<file path="src/rtl/fnd_scan_reader.sv">
// Loopback monitor for a multiplexed active-low 7-segment display drive.
// Waits for each scanned digit to settle, then decodes the segments back to hex per digit.
module fnd_scan_reader #(
    parameter int DIGITS     = 4,
    parameter int STABLE_CYC = 4
) (
    input  logic                  clk,
    input  logic                  rst,
    input  logic [6:0]            seg_n,
    input  logic [DIGITS-1:0]     an_n,
    input  logic                  clr,
    output logic [4*DIGITS-1:0]   hex_out,
    output logic [DIGITS-1:0]     digit_valid,
    output logic                  pat_err,
    output logic                  err_sticky,
    output logic                  frame_done
);

    localparam int         SW     = DIGITS + 7;
    localparam logic [7:0] STABLE = 8'(STABLE_CYC);

    logic [SW-1:0]     smp;
    logic [SW-1:0]     prv;
    logic [7:0]        cnt;
    logic [7:0]        cnt_nxt;
    logic              capture;
    logic [DIGITS-1:0] an;
    logic              one_hot;
    logic [DIGITS-1:0] sel;
    logic [DIGITS-1:0] seen;
    logic [6:0]        pat;
    logic [3:0]        nib;
    logic              legal;
    logic              blank;

    // Stability counter and single-shot capture strobe.
    always_comb begin
        cnt_nxt = cnt;
        if (smp != prv) begin
            cnt_nxt = 8'd1;
        end else if (cnt < STABLE) begin
            cnt_nxt = cnt + 8'd1;
        end
        // NOTE: capture is an edge of the count reaching STABLE, not a level, so a
        // held value fires once; a change counts as an edge too when STABLE is 1.
        capture = (cnt_nxt == STABLE) && ((smp != prv) || (cnt != STABLE));
    end

    // Digit select: only a single low enable names a digit unambiguously.
    always_comb begin
        an      = ~smp[SW-1:7];
        one_hot = (an != '0) && ((an & (an - DIGITS'(1))) == '0);
        sel     = (capture && one_hot && !clr) ? an : '0;
    end

    always_comb begin
        pat   = ~smp[6:0];
        blank = (pat == 7'h00);
        legal = 1'b1;
        nib   = 4'h0;
        case (pat)
            7'h3f: nib = 4'h0;
            7'h06: nib = 4'h1;
            7'h5b: nib = 4'h2;
            7'h4f: nib = 4'h3;
            7'h66: nib = 4'h4;
            7'h6d: nib = 4'h5;
            7'h7d: nib = 4'h6;
            7'h27: nib = 4'h7;
            7'h7f: nib = 4'h8;
            7'h6f: nib = 4'h9;
            7'h5f: nib = 4'ha;
            7'h7c: nib = 4'hb;
            7'h58: nib = 4'hc;
            7'h5e: nib = 4'hd;
            7'h7b: nib = 4'he;
            7'h71: nib = 4'hf;
            default: legal = 1'b0;
        endcase
    end

    always_ff @(posedge clk or posedge rst) begin
        if (rst) begin
            // NOTE: the sample pipe resets to "blank, no digit" rather than zero so
            // the first real input is seen as a change and restarts the count.
            smp         <= '1;
            prv         <= '1;
            cnt         <= 8'd0;
            hex_out     <= '0;
            digit_valid <= '0;
            pat_err     <= 1'b0;
            err_sticky  <= 1'b0;
            frame_done  <= 1'b0;
            seen        <= '0;
        end else begin
            smp        <= {an_n, seg_n};
            prv        <= smp;
            cnt        <= cnt_nxt;
            pat_err    <= 1'b0;
            frame_done <= 1'b0;
            if (clr) begin
                hex_out     <= '0;
                digit_valid <= '0;
                err_sticky  <= 1'b0;
                seen        <= '0;
            end else begin
                // A full frame clears tracking; a capture on the same edge starts the next one.
                frame_done <= &seen;
                seen       <= ((&seen) ? '0 : seen) | sel;
                for (int i = 0; i < DIGITS; i++) begin
                    if (sel[i]) begin
                        digit_valid[i] <= legal;
                        if (legal) begin
                            hex_out[4*i +: 4] <= nib;
                        end
                    end
                end
                if ((sel != '0) && !legal && !blank) begin
                    pat_err    <= 1'b1;
                    err_sticky <= 1'b1;
                end
            end
        end
    end

endmodule

</file>
<file path="config.mk">
export PLATFORM = sky130hd
export DESIGN_NAME = fnd_scan_reader
export DESIGN_NICKNAME = d
export VERILOG_FILES = /design/src/rtl/fnd_scan_reader.sv
export SDC_FILE = /design/constraint.sdc
export NUM_CORES = 1
export LEC_CHECK = 0
export ABC_AREA = 1
export BUFFER_PORTS_ARGS = -buffer_cell sky130_fd_sc_hd__buf_4
export CORE_UTILIZATION = 50
export DETAILED_ROUTE_END_ITERATION = 16
export GPL_ROUTABILITY_DRIVEN = 1
export HOLD_SLACK_MARGIN = 0.05
export PLACE_DENSITY = 0.71
export SLEW_MARGIN = 10
export SYNTH_ARGS = -nofsm -noshare
export SYNTH_HDL_FRONTEND = slang
export SYNTH_SLANG_ARGS = --single-unit
</file>
<file path="constraint.sdc">
create_clock -name clk -period 3.5 [get_ports clk]
set_input_delay 0.175 -clock clk [delete_from_list [all_inputs] [get_ports clk]]
set_output_delay 0.175 -clock clk [all_outputs]
set_load 0.02 [all_outputs]
</file>
# Word level (Yosys, flattened, before mapping)
# Index checks and enable logic that the tools add are counted.
dict set report word_totals {
  regBits 57
  latchBits 0
  mem_bits_rw 0
  rom_bits 0
  in_bits 14
  elab_cells 90
  mem_count 0
}
dict set report classes {
  add_sub_neg 2
  multipliers 0
  div_mod_pow 0
  order_cmp 1
  eq_ne 19
  shifts 0
  muxes 23
  n_bitwise 4
  n_reduce_logical 26
}
# operator count
set ops {}
lappend ops {{$eq A7 B7 Y1 const B} 13}
lappend ops {{$pmux W4 S15} 1}
lappend ops {{$mux W4} 9}
lappend ops {{$mux W16} 1}
lappend ops {{$mux W8} 2}
lappend ops {{$reduce_or A16 Y1} 1}
lappend ops {{$eq A7 B6 Y1 const B} 2}
lappend ops {{$reduce_bool A2 Y1} 6}
lappend ops {{$ne A11 B11 Y1} 1}
lappend ops {{$mux W1} 10}
lappend ops {{$add A8 B1 Y8 const B} 1}
lappend ops {{$eq A8 B3 Y1 const B} 1}
lappend ops {{$lt A8 B3 Y1 const B} 1}
lappend ops {{$ne A8 B3 Y1 const B} 1}
lappend ops {{$reduce_and A2 Y1} 4}
lappend ops {{$reduce_bool A4 Y1} 2}
lappend ops {{$eq A7 B3 Y1 const B} 1}
lappend ops {{$logic_not A7 Y1} 1}
lappend ops {{$not A7 Y7} 1}
lappend ops {{$logic_and A1 B1 Y1} 6}
lappend ops {{$and A4 B4 Y4} 1}
lappend ops {{$logic_not A4 Y1} 1}
lappend ops {{$not A4 Y4} 1}
lappend ops {{$or A4 B4 Y4} 1}
lappend ops {{4 further kinds} 6}

# Depth between registers and ports, before layout
# Gate-level depths: netlist (run 1).
dict set report logic_depth {
  ltp_word 13
  mapped_depth 13
  ltp_nobuf 12
}

# Worst setup path before layout (run 1)
# OpenSTA, ideal clock, no wires.
dict set report synth_timing {
  kind {register to register}
  start {reg smp[5]}
  end {reg hex_out[10]}
  setup_time_ps 117
  t_arrival_ps 1601
  required_time_ps 3383
  setup_slack_ps 1782
  path_stages_with_launch 13
  cell_sequence {dfstp_2 buf_4 inv_2 nor3_2 nand3_1 nand2_1 nor2_1 and2_4 nand3_4 buf_6 nand2_4 nand2_1 nand2_1}
}
dict set report synth_via {
  elab_chain_len 9
  elab_cells_between_ends 34
  cone_classes {18 x eq/ne; 7 x mux; 1 x bitwise; 8 x reduce/logical}
}
# element line_no
set synth_rtl {}
lappend synth_rtl {{from (decl)} 22} ;# logic [SW-1:0] smp;
lappend synth_rtl {{from (signal assigned)} 96} ;# smp <= {an_n, seg_n};
lappend synth_rtl {{$ne A11 B11 Y1} {39, 46}}
lappend synth_rtl {{$mux W8} 39} ;# if (smp != prv) begin
lappend synth_rtl {{$eq A8 B3 Y1} 46} ;# capture = (cnt_nxt == STABLE) && ((smp != prv) || (cnt != STABLE));
lappend synth_rtl {{$logic_and A1 B1 Y1} 46}
lappend synth_rtl {{$logic_and A1 B1 Y1 (2 in series)} 53} ;# sel = (capture && one_hot && !clr) ? an : '0;
lappend synth_rtl {{$mux W4} 53}
lappend synth_rtl {{$reduce_bool A2 Y1 (no source line)} --}
lappend synth_rtl {{$reduce_and A2 Y1 (no source line)} --}
lappend synth_rtl {{to (signal, indexed assignment)} 114} ;# hex_out[4*i +: 4] <= nib;
lappend synth_rtl {{to (decl)} 12} ;# output logic [4*DIGITS-1:0] hex_out,
# Parallel ways exist; a longest one is shown, timed or not. The select of a mux whose other input is x is not followed.
# A chain may end at the register's enable or synchronous reset.

# Worst setup path in the final report (run 1)
dict set report layout_timing {
  start {reg smp[3]}
  end {reg hex_out[0]}
}
# The elaborated chain is that of the path after synthesis.

==> results of run 1 <==
[kinds of logic after synthesis]
group                      after synthesis  share of synthesized area [%]
adders and majority gates                2                         0.9089
and+or+nand+nor                        199                          35.00
xor gates and xnor gates                 5                          1.591
DFF                                     57                          52.82
buffers and inverters                   43                          6.545
AOI/OAI and AO/OA                       16                          3.136
[worst min-delay path by stage]
stage | cells after the start | end | start | slack, ns
5_1_grt | 2 | seen[1] | clr | 0.08
6_report | 2 | seen[0] | clr | 0.08
4_1_cts | 2 | seen[0] | clr | 0.07
3_5_place_dp | 2 | cnt[3] | rst | 0.22
2_1_floorplan | 0 | smp[0] | seg_n[0] | 0.18
3_3_place_gp | 2 | cnt[3] | rst | 0.22
[cells in the final DEF, fill, tap and decap left out, drive strengths merged]
master       count
nor3             2
dfstp           22
clkbuf          13
xor2             1
o21ai            6
dfrtp           35
xnor2            4
buf             37
inv             38
clkinv           3
nand3           35
ha               2
a31oi            2
nand2          112
and2             2
dlygate4sd3     12
a21oi            8
nor2            44
nand4            4
[power breakdown]
part	internal [mW]	total (mW)	switching, mW	leakage [nW]
clock	0.292	0.539	0.247	0.0932
combinational	0.0576	0.144	0.0867	0.913
sequential	0.693	0.713	0.0200	0.712
[layer usage]
metal / wire length [microns] / share of wire (%)
met1: 2502 / 47
met5: 0 / 0
met4: 61 / 1.1
met2: 2631 / 49
met3: 142 / 2.7
[sequential cells by signal (all words and copies together), names as in the netlist]
name / count
cnt: 8
digit_valid: 4
err_sticky: 1
frame_done: 1
hex_out: 16
pat_err: 1
prv: 11
seen: 4
smp: 11
[final cells by class]
cell class                      instances  area [sq um]
Multi-Input combinational cell        222          1119
Clock inverter                          3         15.01
Sequential cell                        57          1454
Inverter                               38         142.6
Clock buffer                           13         158.9
Timing Repair Buffer                   49         397.9
Fill cell                             463          1831
Tap cell                               70         87.58
[stage by stage]
step	instance area (sq um)	utilization (%)	power (mW)	std cells
after CTS	3374	64.83	1.411	452
after global routing	3374	64.83	1.454	452
after global placement	3080	59.18	0.8556	424
after detailed placement	3080	59.18	0.8589	424
final	3374	64.83	1.396	452
after floorplan	2753	-	0.8148	322
==> impl_results.md, run 1 <==
* Worst r2r src: smp[3]
* Max Freq at 0.5098 GHz
* CP max stage cell: dfstp_2
* Synth warn at 0
* EDFF count, synth at 0
* I/O pins at 37
* Final WS setup at 1.538 ns
* Number of antenna diodes at 0
* Reg2Reg Depth at 12
* Clk Latency, worst-skew pair at 0.33 ns
* Global Route Usage Sum at 20.62%
* Synthesized Nets at 338
* Hold WC Path Type: in2reg
* WHS at 0.07844 ns
* Critical path endpoint category: flip-flop
* Clock-pin slew on the worst setup and hold paths at 0.06 ns
* Worst Setup Path Type: reg2reg
* Post-CTS Resized at 0
* Initial Util at 52.88%
* Largest net degree at the start of global routing at 35
* Row Count at 26
* Clock sinks at 57
* Post-DP HPWL at 3959 microns
* Count of final hold-check violations at 0
* Final Critical Period at 1.962 ns
* Area Overhead vs Synth at 22.59%
* Total wire length at 5337 microns
* Number of setup buffers added after CTS at 0
* Synth area leader: dfrtp_1
* CP Capture Point: hex_out[0]
* Crit Reg-Reg Endpoint: hex_out[0]
* Die H at 76.20 microns
* Number of max-cap violations at 0
* Worst setup SP type: flip-flop
* First-pass DRT Iterations at 5
* Vias at 2,141
* Die X at 76.20 microns
* Grt met3 use at 4.311%
* Yosys cell types at 30
* Crit-path cells: inv_2, nand2_2, nor2_2, nand2_1, nor2_1, nor2_1, nand2_1, nor2_4, nand3_4, nand2_2, nand2_1, nand2_1
* Async S/R FF share, synth at 100.0%
* TritonCTS buffer count at 9
* Mapped Area at 2753 sq um
* Slew HR at 61.71%
* Clock skew at 0.007685 ns
* Routability Congestion at 0.8270
* Count leader, synth: nand2_1
* CTS root buffer: clkbuf_8
* Initial DRC Count at 92
* Hold Buf Count CTS at 12
* Post-synth top area share at 31.82%
* Cell count after synthesis at 322
* Crit path DAT at 2.23 ns
* Yosys reg bits at 57
* Vias per std cell at 4.737
* Met1 Usage GRT at 25.38%
* Initial antenna violation count at 0
* Routed wire per std cell at 11.81 microns
* Top Usage Layer GRT: met2
* Commonest register cell after synthesis: dfrtp_1
* Max H-tree Level at 3
* Final Max Tran Viols at 0
* CP top delay family: simple AND/OR/NAND/NOR gates
* Die area at 5806 sq um
* Setup_tns at 0 ns
* # nets final at 393
* Port buffer count at 36
* PD cells at 413.7 nW/um^2
* Final setup viols at 0
* Syn_area_per_cell at 8.549 sq um
* Area contributors post-synth: dfrtp_1, dfstp_2, nand2_1
* Number of global-route vias before repair at 2,140
* Clock Path Buffers at 2
* Worst-margin pin slew at 0.5738 ns
* Peak VDD IR at 0.3719 mV
* ANT nets after route at 0
* Flop2flop setup slack at 1.54 ns
* Pleak at 1.718 nW
* Most used cell, CP: nand2_1
* Largest stage delay on the critical path at 0.57 ns
* Residual DRC at 0
* Cell count along the critical path at 12
* Seq/Total Area, Yosys at 52.82%
* CP Max Fanout at 22
* Remaining Overflow, GRT at 0
* WP buf/inv at 1
* Core Area at 5205 sq um
* RSZ-0062 raised after global routing: no
* Final period util at 56.04%
* Share of layout cells above drive strength 1 at 29.84%
* Status: finished clean
* Top post-synthesis cells by count: nand2_1, nor2_1, dfrtp_1
* CTS tree: done
* Pre-CTS WS at 1.491 ns
* First-pass GRT wire length at 9287 microns
* Met2 Track Usage GR at 34.73%
* Required time of the critical path at 3.77 ns
* Beginning of the critical path: smp[3]
Power figures use the tool's default switching activity.
==> run 2, diff against run 1 <==
- PLACE_DENSITY: 0.71 -> 0.74
- clock period: 3.5 -> 1.6 ns (I/O delays scaled with it)
==> impl_results.md, run 2 (synthesis gave the netlist of run 1 again) <==
* Status: complete, but fails checks
* Failing checks: negative setup slack
* Clock-pin slew on the worst setup and hold paths at 0.07 ns (about the same)
* Initial DRC Count at 238 (+160%)
* Cell Area, Placed at 3395 sq um (+10%)
* Number of global-route vias before repair at 2,715 (+27%)
* Slew HR at 76.34% (+15 points)
* I/O pins at 37 (unchanged)
* Crit path DAT at 2.20 ns (-0.03 ns)
* Largest Register: hex_out
* Max H-tree Level at 3 (unchanged)
* Largest stage delay on the critical path at 0.58 ns (about the same)
* CP Capture Point: hex_out[9]
* CTS tree: done
* Hold WC Path Type: in2reg
* Routability Congestion at 0.9106 (+10%)
* Worst setup SP type: flip-flop
* Routed wire per std cell at 14.60 microns (+24%)
* First-pass DRT Iterations at 5 (unchanged)
* PD cells at 822.8 nW/um^2 (+99%)
* Pleak at 2.063 nW (+20%)
* Die H at 76.20 microns (unchanged)
* Remaining Overflow, GRT at 0 (unchanged)
* Design Area, Final at 4164 sq um (+23%)
* Core Util, Final at 80.00% (+15 points)
* Required time of the critical path at 1.89 ns (-1.88 ns)
* Port buffer count at 36 (unchanged)
* Final Non-Filler Cells at 507 (+12%)
* CP Max Fanout at 5 (-77%)
* Beginning of the critical path: smp[2]
* WHS at 0.1327 ns (+0.05425 ns)
* Final period util at 119.7% (+64 points)
* Cells after DPL at 460 (+8.5%)
* Top Registers: hex_out x16, prv x11, smp x11
* Residual DRC at 0 (unchanged)
* Crit-path cells: inv_2, buf_4, nor2_4, nand2_2, o21ai_2, buf_4, nor2_1, a31oi_4, nand3_1, nand2_2
* Post-DP HPWL at 4220 microns (+6.6%)
* Largest net degree at the start of global routing at 43 (+23%)
* Vias per std cell at 5.144 (+8.6%)
* Row Count at 26 (unchanged)
* CTS root buffer: clkbuf_8
* Number of antenna diodes at 0 (unchanged)
* Initial Util at 52.88% (unchanged)
* Clock skew at 0.007809 ns (+0.0001238 ns)
* Critical path endpoint category: flip-flop
* Clock Path Buffers at 2 (unchanged)
* First-pass GRT wire length at 12,180 microns (+31%)
* CP max stage cell: dfstp_2
* Worst Setup Path Type: reg2reg
* Flop2flop setup slack at -0.31 ns (-1.85 ns)
* Most common cell after layout, fill and taps aside: nand2_1
* Most frequent cells in the layout: nand2_1, buf_4, dfrtp_1, nor2_1, dfstp_2
* RSZ-0062 raised after global routing: yes
* Peak VDD IR at 0.8748 mV (+140%)
* Max Freq at 0.5223 GHz (+2.4%)
* Worst r2r src: smp[2]
* Global Route Usage Sum at 27.11% (+6.5 points)
* Reg2Reg Depth at 10 (-2)
* Final Max Tran Viols at 0 (unchanged)
* Number of max-cap violations at 0 (unchanged)
* Area Overhead vs Synth at 51.27%
* Initial antenna violation count at 0 (unchanged)
* Pwr Total at 3.426 mW (+150%)
* Max reg flops at 16 (unchanged)
* Final WS setup at -0.3148 ns (-1.853 ns)
* Core Area at 5205 sq um (unchanged)
* TritonCTS buffer count at 9 (unchanged)
* Share of layout cells above drive strength 1 at 49.66% (+20 points)
* Total wire length at 7400 microns (+39%)
* Hold Path Cell Cnt at 4 (+2)
* # nets final at 448 (+14%)
* Final Critical Period at 1.915 ns (-0.04679 ns)
* Crit Reg-Reg Endpoint: hex_out[9]
* ANT nets after route at 0 (unchanged)
* Worst-margin pin slew at 0.3544 ns (-0.2193 ns)
* Clk Latency, worst-skew pair at 0.34 ns (about the same)
* Clock sinks at 57 (unchanged)
* Die X at 76.20 microns (unchanged)
* Vias at 2,608 (+22%)
* Die area at 5806 sq um (unchanged)
* Final setup viols at 27 (+27)
* Count of final hold-check violations at 0 (unchanged)
## run 2: cell types whose count changed in the layout (fill, tap and decap cells not counted), moves of 4 or more
cell / delta
inv_2: +4
nand2_1: -17
inv_1: -5
nor2_2: +7
nand3_2: +4
buf_6: +6
buf_12: +4
nand3_4: +7
nor2_1: -10
nand2_2: +13
nand3_1: -8
buf_4: +41
## run 2: critical path: cells and delay by family (launching register included)
kind / cells / cell delay [ns]
buf+inv: 3 / 0.34
simple gates: 5 / 0.50
compound gates: 2 / 0.43
flops: 1 / 0.58
## run 2: area by class of cell
type	instances	area [sq um]
clock buffer	11	151.4
clock inverter	5	53.80
fill	297	1041
inverter	38	145.1
multi-input combinational	225	1409
sequential	57	1454
tap	70	87.58
timing repair buffer	101	863.3
## run 2: timing repair
action                                  CTS  global route
hold buffers                             13             0
endpoints found under the setup margin   26            27
buffers inserted                         13             2
pin swaps                                27            15
endpoints found under the hold margin    31             0
gates resized for setup                  44            28
gates cloned                              3             0
## run 2: power by group
part | total [mW] | switching, mW | internal, mW | leakage (nW)
registers | 1.56 | 0.0426 | 1.51 | 0.712
clock network | 1.40 | 0.602 | 0.795 | 0.0990
logic | 0.472 | 0.265 | 0.206 | 1.25
## run 2: routing by layer
| layer | wire (microns) | vias to the layer above | track usage [%] |
|---|---|---|---|
| li1 | - | 1237 | - |
| met1 | 3046 | 1265 | 32.14 |
| met2 | 3857 | 84 | 46.91 |
| met3 | 312 | 22 | 6.108 |
| met4 | 184 | 0 | 12.50 |
| met5 | 0 | - | 0 |
## run 2: worst min path at each step
stage	start	end	slack, ns
final	clr	hex_out[1]	0.13
after global routing	clr	hex_out[1]	0.14
after CTS	clr	hex_out[13]	0.10
after detailed placement	rst	cnt[3]	0.08
after global placement	rst	cnt[3]	0.07
after floorplan	seg_n[0]	smp[0]	0.08
## run 2: stage by stage
stage                     TNS (ns)  worst slack, ns
after floorplan             -1.257         -0.08127
after global placement      -4.124          -0.2088
after detailed placement    -5.813          -0.2914
after CTS                   -5.281          -0.2336
after global routing        -8.886          -0.3945
final                       -6.310          -0.3148
==> run 3, diff against run 2 <==
- CTS_BUF_LIST: default -> sky130_fd_sc_hd__clkbuf_4
==> impl_results.md, run 3 (synthesis gave the netlist of run 1 again) <==
* Status: complete, but fails checks
* Failing checks: negative setup slack
* Initial antenna violation count at 0 (unchanged)
* Final Critical Period at 1.913 ns (-0.001847 ns)
* Clock-pin slew on the worst setup and hold paths at 0.10 ns (+0.03 ns)
* Core Area at 5205 sq um (unchanged)
* Clock skew at 0.01051 ns (+0.002704 ns)
* Final Non-Filler Cells at 510 (+0.59%)
* # nets final at 451 (+0.67%)
* ANT nets after route at 0 (unchanged)
* Final period util at 119.6% (about the same)
* Hold wc startpoint: clr
* Reg2Reg Depth at 10 (unchanged)
* Slew HR at 76.17% (-0.17 points)
* Pleak at 2.061 nW (about the same)
* Vias per std cell at 5.043 (-2.0%)
* Hold WC Path Type: in2reg
* Total wire length at 7236 microns (-2.2%)
* Initial DRC Count at 178 (-25%)
* Global Route Usage Sum at 25.41% (-1.7 points)
* Critical path endpoint category: flip-flop
* Clock Path Buffers at 2 (unchanged)
* Area Overhead vs Synth at 49.64%
* Final setup viols at 26 (-3.7%)
* Hold Path Cell Cnt at 5 (+1)
* Cells after DPL at 460 (unchanged)
* Crit Reg-Reg Endpoint: seen[0]
* Post-DP HPWL at 4220 microns (unchanged)
* TritonCTS buffer count at 9 (unchanged)
* CTS root buffer: clkbuf_4
* Flop2flop setup slack at -0.31 ns (about the same)
* Number of global-route vias before repair at 2,540 (-6.4%)
* Max reg flops at 16 (unchanged)
* Clock sinks at 57 (unchanged)
* Number of antenna diodes at 0 (unchanged)
* Clk Latency, worst-skew pair at 0.43 ns (+0.09 ns)
* Pre-CTS WS at -0.2914 ns (unchanged)
* Largest net degree at the start of global routing at 43 (unchanged)
* First-pass GRT wire length at 11,370 microns (-6.6%)
* First-pass DRT Iterations at 4 (-1)
* Vias at 2,572 (-1.4%)
* Core Util, Final at 79.13% (-0.87 points)
* Row Count at 26 (unchanged)
* Routed wire per std cell at 14.19 microns (-2.8%)
* Die X at 76.20 microns (unchanged)
* Worst-margin pin slew at 0.3569 ns (+0.002507 ns)
* Top Registers: hex_out x16, prv x11, smp x11
* Die H at 76.20 microns (unchanged)
* Fillers at 297 (unchanged)
* Max H-tree Level at 3 (unchanged)
* Max Freq at 0.5228 GHz (about the same)
* Final WS setup at -0.3129 ns (+0.001847 ns)
* RSZ-0062 raised after global routing: yes
* Worst Setup Path Type: reg2reg
* PD cells at 742.3 nW/um^2 (-9.8%)
* Peak VDD IR at 0.8839 mV (+1.0%)
* CP Max Fanout at 6 (+1)
* Setup_tns at -6.954 ns (-0.6438 ns)
* Count of final hold-check violations at 0 (unchanged)
* Crit path DAT at 2.27 ns (+0.07 ns)
* Largest Register: hex_out
* Most common cell after layout, fill and taps aside: nand2_1
* Routability Congestion at 0.9106 (unchanged)
* I/O pins at 37 (unchanged)
* Final Max Tran Viols at 0 (unchanged)
* CTS tree: done
* Worst setup SP type: flip-flop
* Die area at 5806 sq um (unchanged)
* Pwr Total at 3.058 mW (-11%)
* Port buffer count at 36 (unchanged)
* Worst r2r src: smp[4]
* Number of max-cap violations at 0 (unchanged)
* End of the worst hold path: digit_valid[2]
* Remaining Overflow, GRT at 0 (unchanged)
* Residual DRC at 0 (unchanged)
* Share of layout cells above drive strength 1 at 48.86% (-0.79 points)
* Most frequent cells in the layout: nand2_1, buf_4, dfrtp_1, nor2_1, nand3_1
* Initial Util at 52.88% (unchanged)
* Required time of the critical path at 1.96 ns (+0.07 ns)
-- run 3: worst max-delay path, stage by stage, from the launching register on --
cell	delay, ns
dfstp_2	0.58
buf_12	0.12
xnor2_2	0.10
nand2_1	0.10
nor2_4	0.13
nand3_4	0.10
nor2_8	0.20
nand3_4	0.13
buf_4	0.16
buf_6	0.10
a21oi_2	0.12
-- run 3: worst max path at each step --
stage,end,slack [ns],startpoint,cells past startpoint
floorplan,hex_out[0],-0.08,smp[5],11
global placement,hex_out[2],-0.21,smp[3],12
detailed placement,hex_out[5],-0.29,smp[2],12
CTS,hex_out[13],-0.22,smp[6],11
global route,hex_out[3],-0.43,smp[4],11
finish,seen[0],-0.31,smp[4],10
-- run 3: per-stage QoR --
stage | instance area [sq um] | hold slack, ns
after floorplan | 2766 | 0.08448
after global placement | 3395 | 0.07436
after detailed placement | 3395 | 0.08230
after CTS | 3854 | -0.1024
after global routing | 4119 | 0.1105
final | 4119 | 0.1139
-- run 3: layer usage --
metal / share of wire [%] / vias to the layer above / global-route usage (%)
met4: 2.8 / 0 / 10.77
met1: 42 / 1248 / 29.94
met3: 3.2 / 22 / 6.228
li1: - / 1243 / -
met5: 0 / - / 0
met2: 52 / 59 / 44.27
-- run 3: area by class of cell --
type	instances	area [sq um]	area share, %
Tap cell	70	87.58	2.126
Timing Repair Buffer	104	898.4	21.81
Clock buffer	9	67.56	1.640
Clock inverter	7	61.31	1.488
Inverter	38	147.6	3.584
Multi-Input combinational cell	225	1403	34.05
Sequential cell	57	1454	35.30
-- run 3: repair_timing --
item	in CTS	in global routing
cloned	2	1
resized for setup	34	41
endpoints found under the setup margin	26	34
buffers inserted	5	11
pin swaps	13	25
hold buffers	13	2
endpoints found under the hold margin	51	4
-- run 3: where the power goes --
group | switching [mW] | total (mW) | internal, mW | leakage [nW]
clock network | 0.567 | 1.02 | 0.457 | 0.0644
registers | 0.0432 | 1.56 | 1.51 | 0.712
logic | 0.264 | 0.477 | 0.214 | 1.28
total | 0.874 | 3.06 | 2.18 | 2.06
